File: src/rtl/gdb_trigger_unit.sv
// Debug halt/step controller with address-match hardware breakpoints and watchpoints.
// Latency: trigger match or debug request in cycle t -> halt/evt/cause/hit_idx at t+1.
// Backpressure: none; halt is the stall request, matched transfers are never suppressed.
//
// Ports:
//   clk, rst               clock, synchronous active-high reset
//   ifu_trn/ifu_adr        instruction fetch observed this cycle
//   lsu_trn/lsu_wen/lsu_adr load/store observed this cycle (wen=1 store)
//   dbg_hlt/res/stp        debugger halt / resume / single-step pulses
//   cfg_*                  trigger configuration write port
//   halt, evt, cause, hit_idx  halt request, HALTED-entry pulse, reason, trigger index
module gdb_trigger_unit #(
    parameter int   XLEN       = 32,
    parameter int   TRIG_N     = 4,
    parameter logic RESET_HALT = 1'b0,
    localparam int  IDXW       = (TRIG_N > 1) ? $clog2(TRIG_N) : 1
) (
    input  logic            clk,
    input  logic            rst,
    input  logic            ifu_trn,
    input  logic [XLEN-1:0] ifu_adr,
    input  logic            lsu_trn,
    input  logic            lsu_wen,
    input  logic [XLEN-1:0] lsu_adr,
    input  logic            dbg_hlt,
    input  logic            dbg_res,
    input  logic            dbg_stp,
    input  logic            cfg_wen,
    input  logic [IDXW-1:0] cfg_idx,
    input  logic [2:0]      cfg_typ,
    input  logic [XLEN-1:0] cfg_adr,
    input  logic [XLEN-1:0] cfg_msk,
    output logic            halt,
    output logic            evt,
    output logic [2:0]      cause,
    output logic [IDXW-1:0] hit_idx
);

    typedef enum logic [1:0] {
        ST_RUN    = 2'd0,
        ST_HALTED = 2'd1,
        ST_STEP   = 2'd2
    } state_t;

    localparam logic [2:0] C_NONE  = 3'd0;
    localparam logic [2:0] C_REQ   = 3'd1;
    localparam logic [2:0] C_BREAK = 3'd2;
    localparam logic [2:0] C_WATCH = 3'd3;
    localparam logic [2:0] C_STEP  = 3'd4;

    // Trigger configuration; typ bits are {exec, load, store}.
    logic [2:0]      trg_typ [TRIG_N];
    logic [XLEN-1:0] trg_adr [TRIG_N];
    logic [XLEN-1:0] trg_msk [TRIG_N];

    state_t          state, state_nxt;
    logic [2:0]      cause_nxt;
    logic [IDXW-1:0] hit_idx_nxt;
    logic            evt_nxt;

    logic [TRIG_N-1:0] exe_hit, dat_hit;
    logic              exe_any, dat_any;
    logic [IDXW-1:0]   exe_idx, dat_idx;

    // Configuration writes. Matching the index against each slot means an
    // out-of-range cfg_idx simply selects nothing.
    always_ff @(posedge clk) begin
        if (rst) begin
            for (int i = 0; i < TRIG_N; i++) begin
                trg_typ[i] <= '0;
                trg_adr[i] <= '0;
                trg_msk[i] <= '0;
            end
        end else begin
            for (int i = 0; i < TRIG_N; i++) begin
                if (cfg_wen && (cfg_idx == IDXW'(i))) begin
                    trg_typ[i] <= cfg_typ;
                    trg_adr[i] <= cfg_adr;
                    trg_msk[i] <= cfg_msk;
                end
            end
        end
    end

    // Per-trigger address compare; msk bit 1 = bit participates.
    always_comb begin
        for (int i = 0; i < TRIG_N; i++) begin
            exe_hit[i] = trg_typ[i][2] & ifu_trn &
                         (((ifu_adr ^ trg_adr[i]) & trg_msk[i]) == '0);
            dat_hit[i] = lsu_trn &
                         ((trg_typ[i][1] & ~lsu_wen) | (trg_typ[i][0] & lsu_wen)) &
                         (((lsu_adr ^ trg_adr[i]) & trg_msk[i]) == '0);
        end
    end

    // Lowest index wins: scan downward so the last assignment is the lowest hit.
    always_comb begin
        exe_any = |exe_hit;
        dat_any = |dat_hit;
        exe_idx = '0;
        dat_idx = '0;
        for (int i = TRIG_N - 1; i >= 0; i--) begin
            if (exe_hit[i]) exe_idx = IDXW'(i);
            if (dat_hit[i]) dat_idx = IDXW'(i);
        end
    end

    // Next-state and halt-reason logic. cause/hit_idx hold unless a new
    // HALTED entry or a resume to RUN happens.
    always_comb begin
        state_nxt   = state;
        cause_nxt   = cause;
        hit_idx_nxt = hit_idx;
        case (state)
            ST_RUN: begin
                if (exe_any) begin
                    state_nxt   = ST_HALTED;
                    cause_nxt   = C_BREAK;
                    hit_idx_nxt = exe_idx;
                end else if (dat_any) begin
                    state_nxt   = ST_HALTED;
                    cause_nxt   = C_WATCH;
                    hit_idx_nxt = dat_idx;
                end else if (dbg_hlt) begin
                    state_nxt   = ST_HALTED;
                    cause_nxt   = C_REQ;
                    hit_idx_nxt = '0;
                end
            end
            ST_HALTED: begin
                if (dbg_stp) begin
                    state_nxt = ST_STEP;
                end else if (dbg_res) begin
                    state_nxt   = ST_RUN;
                    cause_nxt   = C_NONE;
                    hit_idx_nxt = '0;
                end
            end
            ST_STEP: begin
                // Exec triggers are ignored here so stepping off a breakpoint
                // does not immediately re-trigger on the same fetch.
                if (dat_any) begin
                    state_nxt   = ST_HALTED;
                    cause_nxt   = C_WATCH;
                    hit_idx_nxt = dat_idx;
                end else if (ifu_trn) begin
                    state_nxt   = ST_HALTED;
                    cause_nxt   = C_STEP;
                    hit_idx_nxt = '0;
                end else if (dbg_hlt) begin
                    state_nxt   = ST_HALTED;
                    cause_nxt   = C_REQ;
                    hit_idx_nxt = '0;
                end
            end
            default: begin
                state_nxt   = ST_RUN;
                cause_nxt   = C_NONE;
                hit_idx_nxt = '0;
            end
        endcase
        evt_nxt = (state_nxt == ST_HALTED) && (state != ST_HALTED);
    end

    always_ff @(posedge clk) begin
        if (rst) begin
            state   <= RESET_HALT ? ST_HALTED : ST_RUN;
            cause   <= RESET_HALT ? C_REQ : C_NONE;
            hit_idx <= '0;
            evt     <= 1'b0;
        end else begin
            state   <= state_nxt;
            cause   <= cause_nxt;
            hit_idx <= hit_idx_nxt;
            evt     <= evt_nxt;
        end
    end

    assign halt = (state == ST_HALTED);

endmodule
File: config.mk
export PLATFORM = sky130hd
export DESIGN_NAME = gdb_trigger_unit
export DESIGN_NICKNAME = d
export VERILOG_FILES = /design/src/rtl/gdb_trigger_unit.sv
export SDC_FILE = /design/constraint.sdc
export NUM_CORES = 1
export LEC_CHECK = 0
export ABC_AREA = 1
export CAP_MARGIN = 5
export CORE_MARGIN = 5
export CORE_UTILIZATION = 30
export CTS_CLUSTER_DIAMETER = 80
export DETAILED_ROUTE_END_ITERATION = 12
export GPL_TIMING_DRIVEN = 0
export HOLD_SLACK_MARGIN = 0.1
export PLACE_DENSITY_LB_ADDON = 0.05
export SLEW_MARGIN = 30
export SYNTH_ARGS = -nofsm -noshare
export SYNTH_HDL_FRONTEND = slang
export SYNTH_SLANG_ARGS = --single-unit
File: constraint.sdc
create_clock -name clk -period 6.6 [get_ports clk]
set_clock_uncertainty 0.05 [all_clocks]
set_input_delay 1.32 -clock clk [delete_from_list [all_inputs] [get_ports clk]]
set_output_delay 1.32 -clock clk [all_outputs]
set_load 0.01 [all_outputs]
==> results.toml, run 1 <==
[route]
drcViolationCount = 0
drt_iter0_drc = 1473
routed-wl-met2_um = 35900
routedWlPerCell_um = 22.8
viasPerCell = 4.89
dr_wl_met3_um = 4510
dr.pass1.iters = 6
drt-met1-wl_um = 32900
drt-total-wl_um = 75300
routed.top_layer = "met5"
postRouteAntennaNets = 0
vias = 16162

[job]
drv_cap = 0

[setup_path]
worstPathRequired_ps = 6810
slowest_stage = "buf_1"
crit_fanout = 10
critPathLaunchType = "input port"
end_kind = "flip-flop"
critical_path_buf_inv_count = 4
path_cells = "clkdlybuf4s50_1 > inv_1 > nand4_1 > clkbuf_1 > buf_1 > nor2_1"
crit_type = "input port to flip-flop"
max_stage_delay_ps = 760
cpLargestDelayFamily = "buffers and inverters"
cp.arrival_ps = 3950

[placement]
port_buffers = 143
routabilityCongestion = 0.961
dp_hpwl_um = 60400

[yosys]
ys.flop_type = "edfxtp_1"
synth_edf_count = 268
synth_area_leaders = "edfxtp_1, nand2_1, nor2_1"
synth_top_area_cell = "edfxtp_1"
synthesis.nets = 2489
synth_top_area_share = 0.482
synthArstFlopShare = 0
synthTopCellsByCount = "nand2_1, nor2_1, inv_1"
synthCells = 2347
ys_warn_count = 0
synth_most_common_cell = "nand2_1"
synth.distinct_cells = 31
ys_seq_area_frac = 0.492
ys_ff_latch = 276
netlist_area_mm2 = 0.0167
avgSynthCellArea_um2 = 7.11

[timing]
timing.slew.headroom = 0.325
finalSetupViolCount = 0
min_period_over_period = 0.567
max_freq_mhz = 267
slew_violations = 0
rsz0062_at_grt = "false"
worst_pin_slew_ps = 1010
tns_ps = 0
hold_viol_final = 0
post-route-min-period_ps = 3740

[finish]
fin_nets = 2676
num_antenna_cells = 0
synthToLayoutAreaGrowth_pct = 21.6
drive_gt1_frac = 0.0446

[cts]
root_buffer = "clkbuf_16"
clock_path_buffers = 3
htree_levels = 2
worstSkewPairLatency_ps = 550
cts_tree = "built"
cts.sinks = 276
cts_hold_buf = 0
post_cts_buffers = 0
cts_buffers = 36
cts_resized = 0
cts.clk_slew.worst_paths_ps = 60

[floorplanning]
core-area_mm2 = 0.0551
start_util = 0.303
die_y_um = 246
die-area_mm2 = 0.0605
die_width_um = 246
ioPinCount = 149
num_rows = 86

[power]
total_power_uw = 4890
power.density_mw_per_mm2 = 241
p_leak_uw = 0.00956
peakVddDrop_mv = 0.133

[global_routing]
antenna_found_initial = 1
grt_usage = 0.246
grt_pass1_wl_um = 107000
grt_max_degree = 36
overflow = 0
grt_pass1_vias = 15423

[min_path]
hold_class = "flip-flop to flip-flop"

[outcome]
status = "finished clean"
## sequential cells by signal, summed over array words and instances, names as in the netlist
signal / cells
cause: 3
hit_idx: 2
state: 2
evt: 1
trg_typ: 12
trg_adr: 128
trg_msk: 128
## cells by family after synthesis
group / after synthesis / share of synthesized area
AO/OA/AOI/OAI: 30 / 0.00974
flip-flops: 276 / 0.492
buffers and inverters: 338 / 0.0773
AND/OR/NAND/NOR: 1699 / 0.419
XOR/XNOR: 4 / 0.00210
## power breakdown
part / internal [uW] / switching [uW]
Combinational: 284 / 657
Sequential: 2060 / 85.3
Clock: 1030 / 771
## tightest hold or removal path, delay by kind of cell (launching register included)
family / cells / cell delay (ps)
AOI/OAI and AO/OA: 1 / 50
and+or+nand+nor: 1 / 60
DFF: 1 / 320
## per-layer routing
metal  track usage  vias up
met2         0.419      541
met4        0.0681        2
li1              -     7821
met1         0.326     7704
met3        0.0372       94
met5             0        -
## through the flow
stage	utilization	instances	hold slack, ps	area (um^2)	setup WS (ps)
global placement	0.346	3238	433	19100	581
CTS	0.368	3306	436	20300	2800
finish	0.368	3306	435	20300	2860
global route	0.368	3306	450	20300	2750
detailed placement	0.349	3244	428	19300	2210
floorplan	-	2347	445	16700	3040
## area by class of cell
cell class,count,area (um^2)
inverters,304,1140
multi-input cells,1733,7230
clock inverters,14,77.6
fillers,5864,34800
plain buffers,34,154
repair buffers,149,1590
flip-flops and latches,276,8210
well taps,748,936
clock buffers,48,967
## worst paths after layout
path	from	end	slack [ps]	depth (start not counted)
min	cause[2]	cause[2]	440	2
min reg2reg	cause[2]	cause[2]	440	2
max reg2reg	trg_adr[3][19]	hit_idx[1]	4200	11
max	rst	trg_adr[0][18]	2860	6
## layout by cell type (no fill, tap or decap), types with 2 or more instances in the layout
cell type,n
clkinv_1,6
nand3_2,15
clkbuf_2,3
or2_1,5
xor2_1,4
nand3_1,261
o21ai_0,14
inv_6,3
clkinv_2,4
or2_2,4
clkbuf_16,37
inv_2,21
clkbuf_1,25
nor2_1,501
clkdlybuf4s50_1,143
edfxtp_1,268
nand4_1,49
nor3_1,7
a21oi_2,2
buf_4,2
buf_1,8
nand2_1,838
a21oi_1,11
buf_16,5
nand2_4,4
nand2_2,3
buf_2,6
inv_1,283
or2_0,4
dfxtp_1,8
nand3b_1,4
(Power assumes the default switching activity.)
==> run 2, diff against run 1 <==
==> constraint.sdc (replaced) <==
create_clock -name clk -period 3.7 [get_ports clk]
set_clock_uncertainty 0.05 [all_clocks]
set_input_delay 0.74 -clock clk [delete_from_list [all_inputs] [get_ports clk]]
set_output_delay 0.74 -clock clk [all_outputs]
set_load 0.01 [all_outputs]
==> results of run 2 <==
The final DEF is identical to that of run 1. Status: finished clean.
Main changes from that run: setup slack after placement 2210 ps -> -112 ps; setup slack after layout 2860 ps -> 537 ps; register-to-register setup slack 4200 ps -> 1300 ps; total power 4890 uW -> 8720 uW; worst IR drop on VDD 0.133 mV -> 0.237 mV
==> run 3, diff against run 2 <==
--- a/config.mk
+++ b/config.mk
@@ -14,6 +14,7 @@
 export GPL_TIMING_DRIVEN = 0
 export HOLD_SLACK_MARGIN = 0.1
 export PLACE_DENSITY_LB_ADDON = 0.05
+export SETUP_SLACK_MARGIN = 0.2
 export SLEW_MARGIN = 30
 export SYNTH_ARGS = -nofsm -noshare
 export SYNTH_HDL_FRONTEND = slang
==> results of run 3 <==
The final DEF is identical to that of run 1. Status: finished clean.
Main changes from that run: setup slack after placement 2210 ps -> -112 ps; setup slack after layout 2860 ps -> 537 ps; register-to-register setup slack 4200 ps -> 1300 ps; total power 4890 uW -> 8720 uW; worst IR drop on VDD 0.133 mV -> 0.237 mV
